## src/rtl/flash_wb_sequencer_pkg.sv

```systemverilog
`default_nettype none
// ============================================================================
// flash_wb_sequencer_pkg -- FSM states and constants shared by the sequencer
// Revision: 1.0
// ============================================================================
package flash_wb_sequencer_pkg;

    typedef enum logic [2:0] {
        IDLE     = 3'd0,
        CMD      = 3'd1,
        ADDR     = 3'd2,
        READ     = 3'd3,
        WB_WRITE = 3'd4,
        WB_READ  = 3'd5,
        DONE     = 3'd6
    } state_t;

    localparam logic [7:0]  c_SPI_READ_OP            = 8'h03;
    localparam logic [31:0] c_TERMINATOR             = 32'hFFFF_FFFF;
    localparam logic [31:0] c_MPRJ_DATA_ADDR_DEFAULT = 32'h2600_000C;

endpackage
`default_nettype wire

```

## src/rtl/spi_byte_shifter.sv

```systemverilog
`default_nettype none
// ============================================================================
// spi_byte_shifter -- SPI mode-0 byte transfer with programmable clock divider
// Revision: 1.0
// ============================================================================
module spi_byte_shifter #(
    parameter int CLK_DIV = 2
) (
    input  logic       clock,
    input  logic       resetb,
    input  logic       i_start,
    input  logic [7:0] i_tx_byte,
    input  logic       i_miso,
    output logic       o_sclk,
    output logic       o_mosi,
    output logic [7:0] o_rx_byte,
    output logic       o_byte_done
);

    localparam int                 c_DIV_W    = (CLK_DIV > 1) ? $clog2(CLK_DIV) : 1;
    localparam logic [c_DIV_W-1:0] c_DIV_LAST = c_DIV_W'(CLK_DIV - 1);

    logic               r_active;
    logic [c_DIV_W-1:0] r_div;
    logic [2:0]         r_bit;
    logic               r_sclk;
    logic [7:0]         r_tx;
    logic [7:0]         r_rx;
    logic               r_done;

    // Each byte ends on a falling edge, so sclk always rests low between bytes.
    always_ff @(posedge clock or negedge resetb) begin
        if (!resetb) begin
            r_active <= 1'b0;
            r_div    <= '0;
            r_bit    <= 3'd0;
            r_sclk   <= 1'b0;
            r_tx     <= 8'h00;
            r_rx     <= 8'h00;
            r_done   <= 1'b0;
        end else begin
            r_done <= 1'b0;
            if (!r_active) begin
                if (i_start) begin
                    r_active <= 1'b1;
                    r_tx     <= i_tx_byte;
                    r_div    <= '0;
                    r_bit    <= 3'd0;
                    r_sclk   <= 1'b0;
                end
            end else if (r_div == c_DIV_LAST) begin
                r_div <= '0;
                if (!r_sclk) begin
                    r_sclk <= 1'b1;
                    r_rx   <= {r_rx[6:0], i_miso};
                end else begin
                    r_sclk <= 1'b0;
                    if (r_bit == 3'd7) begin
                        r_active <= 1'b0;
                        r_done   <= 1'b1;
                    end else begin
                        r_bit <= r_bit + 3'd1;
                        r_tx  <= {r_tx[6:0], 1'b0};
                    end
                end
            end else begin
                r_div <= r_div + c_DIV_W'(1);
            end
        end
    end

    assign o_sclk      = r_sclk;
    assign o_mosi      = r_tx[7];
    assign o_rx_byte   = r_rx;
    assign o_byte_done = r_done;

endmodule
`default_nettype wire

```

## src/rtl/flash_wb_sequencer.sv

```systemverilog
`default_nettype none
// ============================================================================
// flash_wb_sequencer -- streams address/data records from SPI flash into
// Wishbone writes and the user-IO data register. Option: WB_READBACK_EN.
// Revision: 1.0
// ============================================================================
module flash_wb_sequencer
    import flash_wb_sequencer_pkg::*;
#(
    parameter int          CLK_DIV        = 2,
    parameter logic [23:0] FLASH_BASE     = 24'h000000,
    parameter logic [31:0] MPRJ_DATA_ADDR = c_MPRJ_DATA_ADDR_DEFAULT
) (
    input  logic        clock,
    input  logic        resetb,
    output logic        flash_csb,
    output logic        flash_clk,
    output logic        flash_io0,
    input  logic        flash_io1,
    output logic [37:0] mprj_io_out,
    output logic [37:0] mprj_io_oeb,
    output logic        wbm_cyc_o,
    output logic        wbm_stb_o,
    output logic        wbm_we_o,
    output logic [31:0] wbm_adr_o,
    output logic [31:0] wbm_dat_o,
    output logic [3:0]  wbm_sel_o,
    input  logic [31:0] wbm_dat_i,
    input  logic        wbm_ack_i,
    output logic        done,
    output logic        error
);

    localparam logic [37:0] c_OEB = {6'h3F, 16'h0000, 16'hFFFF};

    state_t      r_state;
    logic        r_start;
    logic [7:0]  r_tx_byte;
    logic [2:0]  r_cnt;
    logic [55:0] r_rec;
    logic        r_csb;
    logic        r_done;
    logic        r_cyc;
    logic        r_stb;
    logic        r_we;
    logic [31:0] r_adr;
    logic [31:0] r_dat;
    logic [31:0] r_io;

    logic        w_byte_done;
    logic [7:0]  w_rx_byte;
    logic [63:0] w_rec;

    assign w_rec = {r_rec, w_rx_byte};

    spi_byte_shifter #(
        .CLK_DIV (CLK_DIV)
    ) u_shifter (
        .clock       (clock),
        .resetb      (resetb),
        .i_start     (r_start),
        .i_tx_byte   (r_tx_byte),
        .i_miso      (flash_io1),
        .o_sclk      (flash_clk),
        .o_mosi      (flash_io0),
        .o_rx_byte   (w_rx_byte),
        .o_byte_done (w_byte_done)
    );

`ifdef WB_READBACK_EN
    logic r_error;
`endif

    always_ff @(posedge clock or negedge resetb) begin
        if (!resetb) begin
            r_state   <= IDLE;
            r_start   <= 1'b0;
            r_tx_byte <= 8'h00;
            r_cnt     <= 3'd0;
            r_rec     <= '0;
            r_csb     <= 1'b1;
            r_done    <= 1'b0;
            r_cyc     <= 1'b0;
            r_stb     <= 1'b0;
            r_we      <= 1'b0;
            r_adr     <= 32'h0;
            r_dat     <= 32'h0;
            r_io      <= 32'h0;
`ifdef WB_READBACK_EN
            r_error   <= 1'b0;
`endif
        end else begin
            r_start <= 1'b0;
            case (r_state)
                IDLE: begin
                    r_csb     <= 1'b0;
                    r_tx_byte <= c_SPI_READ_OP;
                    r_start   <= 1'b1;
                    r_state   <= CMD;
                end
                CMD: if (w_byte_done) begin
                    r_tx_byte <= FLASH_BASE[23:16];
                    r_start   <= 1'b1;
                    r_cnt     <= 3'd0;
                    r_state   <= ADDR;
                end
                ADDR: if (w_byte_done) begin
                    r_start <= 1'b1;
                    r_cnt   <= r_cnt + 3'd1;
                    case (r_cnt)
                        3'd0:    r_tx_byte <= FLASH_BASE[15:8];
                        3'd1:    r_tx_byte <= FLASH_BASE[7:0];
                        default: begin
                            // Dummy 0x00 bytes clock the read data in.
                            r_tx_byte <= 8'h00;
                            r_cnt     <= 3'd0;
                            r_state   <= READ;
                        end
                    endcase
                end
                READ: if (w_byte_done) begin
                    r_rec <= w_rec[55:0];
                    r_cnt <= r_cnt + 3'd1;
                    if (r_cnt != 3'd7) begin
                        r_start <= 1'b1;
                    end else if (w_rec[63:32] == c_TERMINATOR) begin
                        r_csb   <= 1'b1;
                        r_done  <= 1'b1;
                        r_state <= DONE;
                    end else if (w_rec[63:32] == MPRJ_DATA_ADDR) begin
                        r_io    <= w_rec[31:0];
                        r_start <= 1'b1;
                    end else begin
                        // No start pulse: flash_clk stalls until the bus cycle ends.
                        r_cyc   <= 1'b1;
                        r_stb   <= 1'b1;
                        r_we    <= 1'b1;
                        r_adr   <= w_rec[63:32];
                        r_dat   <= w_rec[31:0];
                        r_state <= WB_WRITE;
                    end
                end
                WB_WRITE: if (wbm_ack_i) begin
                    r_cyc <= 1'b0;
                    r_stb <= 1'b0;
                    r_we  <= 1'b0;
`ifdef WB_READBACK_EN
                    r_state <= WB_READ;
`else
                    r_start <= 1'b1;
                    r_state <= READ;
`endif
                end
`ifdef WB_READBACK_EN
                WB_READ: begin
                    if (!r_cyc) begin
                        r_cyc <= 1'b1;
                        r_stb <= 1'b1;
                    end else if (wbm_ack_i) begin
                        r_cyc <= 1'b0;
                        r_stb <= 1'b0;
                        if (wbm_dat_i != r_dat) begin
                            r_error <= 1'b1;
                        end
                        r_start <= 1'b1;
                        r_state <= READ;
                    end
                end
`endif
                default: ;
            endcase
        end
    end

    assign flash_csb   = r_csb;
    assign mprj_io_out = {6'b0, r_io};
    assign mprj_io_oeb = c_OEB;
    assign wbm_cyc_o   = r_cyc;
    assign wbm_stb_o   = r_stb;
    assign wbm_we_o    = r_we;
    assign wbm_adr_o   = r_adr;
    assign wbm_dat_o   = r_dat;
    assign wbm_sel_o   = 4'hF;
    assign done        = r_done;

`ifdef WB_READBACK_EN
    assign error = r_error;
`else
    logic w_unused_rdata;
    assign w_unused_rdata = ^wbm_dat_i;
    assign error          = 1'b0;
`endif

endmodule
`default_nettype wire

```

## config.mk

```make
export PLATFORM = sky130hd
export DESIGN_NAME = flash_wb_sequencer
export DESIGN_NICKNAME = d
export VERILOG_FILES = /design/src/rtl/flash_wb_sequencer_pkg.sv /design/src/rtl/spi_byte_shifter.sv /design/src/rtl/flash_wb_sequencer.sv
export SDC_FILE = /design/constraint.sdc
export NUM_CORES = 1
export LEC_CHECK = 0
export CORE_ASPECT_RATIO = 1.25
export CORE_MARGIN = 2
export CORE_UTILIZATION = 39
export CTS_BUF_LIST = sky130_fd_sc_hd__clkbuf_4 sky130_fd_sc_hd__clkbuf_8
export CTS_CLUSTER_DIAMETER = 30
export DETAILED_ROUTE_END_ITERATION = 6
export PLACE_DENSITY = 0.73
export SYNTH_ARGS = -nofsm -noshare
export SYNTH_HDL_FRONTEND = slang
export SYNTH_HIERARCHICAL = 1
export SYNTH_SLANG_ARGS = --single-unit
```

## constraint.sdc

```tcl
create_clock -name clock -period 8.2 [get_ports clock]
set_clock_uncertainty 0.2 [all_clocks]
set_input_delay 2.46 -clock clock [delete_from_list [all_inputs] [get_ports clock]]
set_output_delay 2.46 -clock clock [all_outputs]
set_load 0.005 [all_outputs]
```

## Word level (Yosys, flattened, before mapping)

Cells that the tools add are included.

- Add/subtract/negate cells: 3
- Equal/unequal tests: 23
- Muxes and demuxes: 58
- Bitwise logic cells: 4
- Reductions and logical operators: 22

Operators by type and width:

| kind | number |
|---|---|
| $mux W3 | 17 |
| $mux W8 | 6 |
| $eq A32 B30 Y1 const B | 1 |
| $eq A32 B32 Y1 const B | 1 |
| $mux W1 | 29 |
| $ne A2 B2 Y1 const B | 9 |
| $pmux W8 S2 | 1 |
| $reduce_and A4 Y1 | 4 |
| $pmux W3 S5 | 1 |
| $reduce_and A5 Y1 | 2 |
| $pmux W3 S3 | 1 |
| $ne A2 B1 Y1 const B | 4 |
| $reduce_and A8 Y1 | 1 |
| $reduce_bool A2 Y1 | 4 |
| $add A3 B1 Y3 const B | 2 |
| $eq A3 B1 Y1 const B | 2 |
| $eq A3 B2 Y1 const B | 2 |
| $eq A3 B3 Y1 const B | 2 |
| $logic_not A3 Y1 | 2 |
| $ne A3 B3 Y1 const B | 2 |
| $reduce_and A2 Y1 | 3 |
| $reduce_and A6 Y1 | 1 |
| $reduce_bool A5 Y1 | 1 |
| $not A1 Y1 | 4 |
| 6 further kinds | 8 |

- Register bits: 193
- Logic and storage cells: 128

## Longest topological paths before layout

- Depth in word-level cells: 6
- Mapped depth: 7
- Depth with buffers taken out: 6

## Cells and area by module

Netlist, hierarchy kept.

By module, submodules not included:

| module | instances | cells an instance | area each (µm²) | sequential area each (µm²) |
|---|---|---|---|---|
| flash_wb_sequencer | 1 | 532 | 6779.0 | 4080.2 |
| spi_byte_shifter | 1 | 71 | 1039.7 | 575.6 |

## Worst setup path before layout

OpenSTA, ideal clock, no wires.

- Path kind: input-to-reg
- From: in wbm_ack_i
- To: reg r_state[1]
- Setup time: 0.119 ns
- Arrival time: 3.163 ns
- Required time: 7.881 ns
- Slack: 4.718 ns
- Stages on the path: 5
- Path through: nand2b_1 > a21oi_1 > o21ai_0 > a21o_1 > and2_1

- Word-level cells in the longest chain between the ends: 2

Ends and longest elaborated chain:

| element | RTL line | text |
|---|---|---|
| from (decl) | flash_wb_sequencer.sv:29 | `input logic wbm_ack_i,` |
| $ne A2 B2 Y1 (no source line) | - |  |
| $reduce_and A8 Y1 (no source line) | - |  |
| to (signal assigned) | flash_wb_sequencer.sv:76 | `r_state <= IDLE;` |
| to (signal assigned) | flash_wb_sequencer.sv:99 | `r_state <= CMD;` |
| to (signal assigned) | flash_wb_sequencer.sv:105 | `r_state <= ADDR;` |
| to (decl) | flash_wb_sequencer.sv:36 | `state_t r_state;` |

Every way passes these cells.
A chain may end at the register's enable or synchronous reset.

## Final worst setup path

- From: reg r_csb (netlist: flash_csb)
- To: out flash_csb

RTL lines:

| element | RTL line | text |
|---|---|---|
| from (decl) | flash_wb_sequencer.sv:41 | `logic r_csb;` |
| from (signal assigned) | flash_wb_sequencer.sv:81 | `r_csb <= 1'b1;` |
| from (signal assigned) | flash_wb_sequencer.sv:96 | `r_csb <= 1'b0;` |
| from (signal assigned) | flash_wb_sequencer.sv:127 | `r_csb <= 1'b1;` |
| to (decl) | flash_wb_sequencer.sv:16 | `output logic flash_csb,` |

No word-level cell between the ends.

==> metrics.txt <==
run status=finished clean; slew at the pin closest to its max-slew limit=0.954 ns; smallest hold slack=0.290 ns; Seq/Total Area, Yosys=59.5%; worst flop-to-flop path startpoint=r_rec[40]; CTS buffer count=17; Vert. Die Dim=162 µm; worst path cell trace=clkdlybuf4s50_1; Area Overhead vs Synth=19.5%; Ys Warns=6; Wirelength per Cell=15.3 µm; maximum vdd drop=0.117 mV; starting utilization of the core area=40.0%; Final Cycle Share=50.4%; CTS HTree Levels=4; maximum frequency from static timing analysis=242 MHz; number of gates given a new drive strength after cts=0; post-synthesis register bit count=186; highest-count cells in the layout ignoring fill and taps=dfrtp_1 (185), nand2_1 (111), clkdlybuf4s50_1 (105), mux2_2 (91), conb_1 (55); library cell used as clock root buffer=clkbuf_8; critical path launch point type=flip-flop; CORE AREA=19500 µm²; Post-synth EDFFs=0; DIE AREA=21200 µm²; top flip-flop cell by instance count after synthesis=dfrtp_1; HPWL reported at the end of detailed placement=9990 µm; Slowest-stage cell, CP=dfstp_2; post-synthesis average cell area=13.0 µm²; leftover overflow at the end of global routing=0; clock latency on the worst-skew pair=0.44 ns; maximum clock path buffer count=2; detailed-route DRC error count=0; RSZ-0062 raised after global routing=no; category of the worst setup path capture point=output port; remaining antenna violation count=0; Detailed Route Iter0 Violations=193; total negative setup slack=0 ns; CP Data Required Time=5.54 ns; share of final-layout standard cells stronger than drive strength 1=20.2%; Worst Hold Path Cells=1; Endpoint, Worst Hold=u_shifter/r_tx[0]; Max Transition Viols Final=0; post-CTS clock slew at the launch and capture registers of the worst setup and hold paths=0.08 ns; type of the most critical hold path=reg2reg; reg2reg path depth=6; total via count after detailed routing=4620; maxcap violations=0; worst r2r dst=wbm_dat_o[17]; Final Core Density=47.8%; final setup vio count=0; number of hold buffers added after CTS=0; launch point of the worst hold path=u_shifter/r_tx[0]; I/O pin count=188; CP max stage delay=0.53 ns; time the final worst path needs with I/O delays and setup=4.14 ns; post-synth design cell area=7820 µm²; number of global-route vias before repair=4604; number of placement rows=57; Mapped Cells=603; number of nets in the layout=753; CTS sink count=186; distinct cell type count after synthesis=44; category of the critical setup timing path=reg2out; CP top delay family=flip-flops; global-route wire length before repair=24700 µm; routability cong.=0.794; instance count on the critical path=1; total detailed-routing wirelength=15200 µm; All-Layer GR Usage=15.1%; Power Dens Cells=169 nW/µm²; highest fanout seen on the critical path=2; number of endpoints with negative hold slack in the final report=0; overall die width=131 µm; FF-to-FF setup slack=4.47 ns; Critical Path AT=1.48 ns; length of the first detailed-routing pass in iterations=4; # port buffers=106; Crit path buffers/inverters=1; number of antenna violations at the first check in global routing=0; leading cell type in the layout, fill and taps excluded=dfrtp_1; ant diodes=0; total setup buffers inserted after CTS=0; fraction of registers with async set/reset=100%; pin count of the biggest net entering global routing=120; worst slew margin relative to its limit=36.4%; static leakage=4.77 nW; TritonCTS clock tree=built; Via-to-Cell Ratio=4.67
[per-layer routing]
metal	track usage [%]	routed length, µm
met1	19.7	6750
met2	24.1	7450
met3	4.38	725
met4	4.84	228
met5	0	0
[registers in the layout, indices dropped and copies added (netlist names), 3 cells and up]
signal and cells:
r_cnt 3, r_rec 56, r_io 32, r_state 3
wbm_adr_o 32, wbm_dat_o 32, u_shifter/o_rx_byte 8, u_shifter/r_tx 8
u_shifter/r_bit 3
[synthesized netlist by cell type (2+ instances only)]
cell type | number | area share [%]
or4_1 | 4 | 0.38
buf_2 | 5 | 0.32
nand3_1 | 4 | 0.26
buf_1 | 4 | 0.19
mux2_4 | 7 | 1.3
mux2i_1 | 2 | 0.26
nor2_1 | 11 | 0.53
conb_1 | 2 | 0.096
a21oi_1 | 7 | 0.45
o21ai_0 | 7 | 0.45
clkbuf_1 | 8 | 0.38
buf_4 | 52 | 5.0
a22o_1 | 3 | 0.34
and2_1 | 2 | 0.16
inv_1 | 9 | 0.43
buf_6 | 6 | 0.86
ha_1 | 6 | 0.96
nand4_1 | 6 | 0.48
nor4_1 | 5 | 0.40
nand2_1 | 111 | 5.3
mux2_2 | 91 | 13
mux2_1 | 45 | 6.5
dfrtp_1 | 185 | 59
[power breakdown]
group	switching [mW]	leakage [nW]	internal, mW
Combinational	0.0240	2.02	0.00500
Clock	0.316	0.210	0.308
Sequential	0.00304	2.54	0.919
Total	0.343	4.77	1.23
[logic make-up (layout without fill, tap and decap cells)]
kind of cell / after synthesis / after routing / share of synthesized area [%]
flip-flops: 186 / 186 / 59.5
AND/OR/NAND/NOR: 153 / 153 / 8.71
multiplexers: 145 / 145 / 21.2
buffers and inverters: 84 / 152 / 7.18
AO/OA/AOI/OAI: 25 / 25 / 2.10
adder cells (fa/ha/maj): 6 / 6 / 0.960
other: 2 / 55 / 0.0961
XOR/XNOR: 2 / 2 / 0.224
[worst max-delay path by stage]
| stage | slack [ns] | to | start |
|---|---|---|---|
| final | 4.06 | flash_csb | flash_csb |
| after global routing | 3.99 | flash_csb | flash_csb |
| after CTS | 4.02 | flash_csb | flash_csb |
| after detailed placement | 3.84 | r_rec[10] | resetb |
| after global placement | 3.85 | r_io[16] | resetb |
| after floorplan | 4.72 | r_state[1] | wbm_ack_i |
[cell type report]
| class | count | area (µm²) |
|---|---|---|
| timing repair buffer | 111 | 1100 |
| sequential | 186 | 4660 |
| fill | 1753 | 10200 |
| multi-input combinational | 386 | 2810 |
| clock buffer | 24 | 299 |
| clock inverter | 8 | 108 |
| inverter | 9 | 33.8 |
| tap | 265 | 332 |
[per-stage QoR]
stage,instance area [µm²],cells,power [mW],worst slack [ns]
2_1_floorplan,8020,656,0.965,4.72
3_3_place_gp,8930,957,0.970,3.85
3_5_place_dp,8930,957,0.970,3.84
4_1_cts,9340,989,1.60,4.02
5_1_grt,9340,989,1.64,3.99
6_report,9340,989,1.58,4.06
Note: power is estimated with default switching activity, not from simulation.
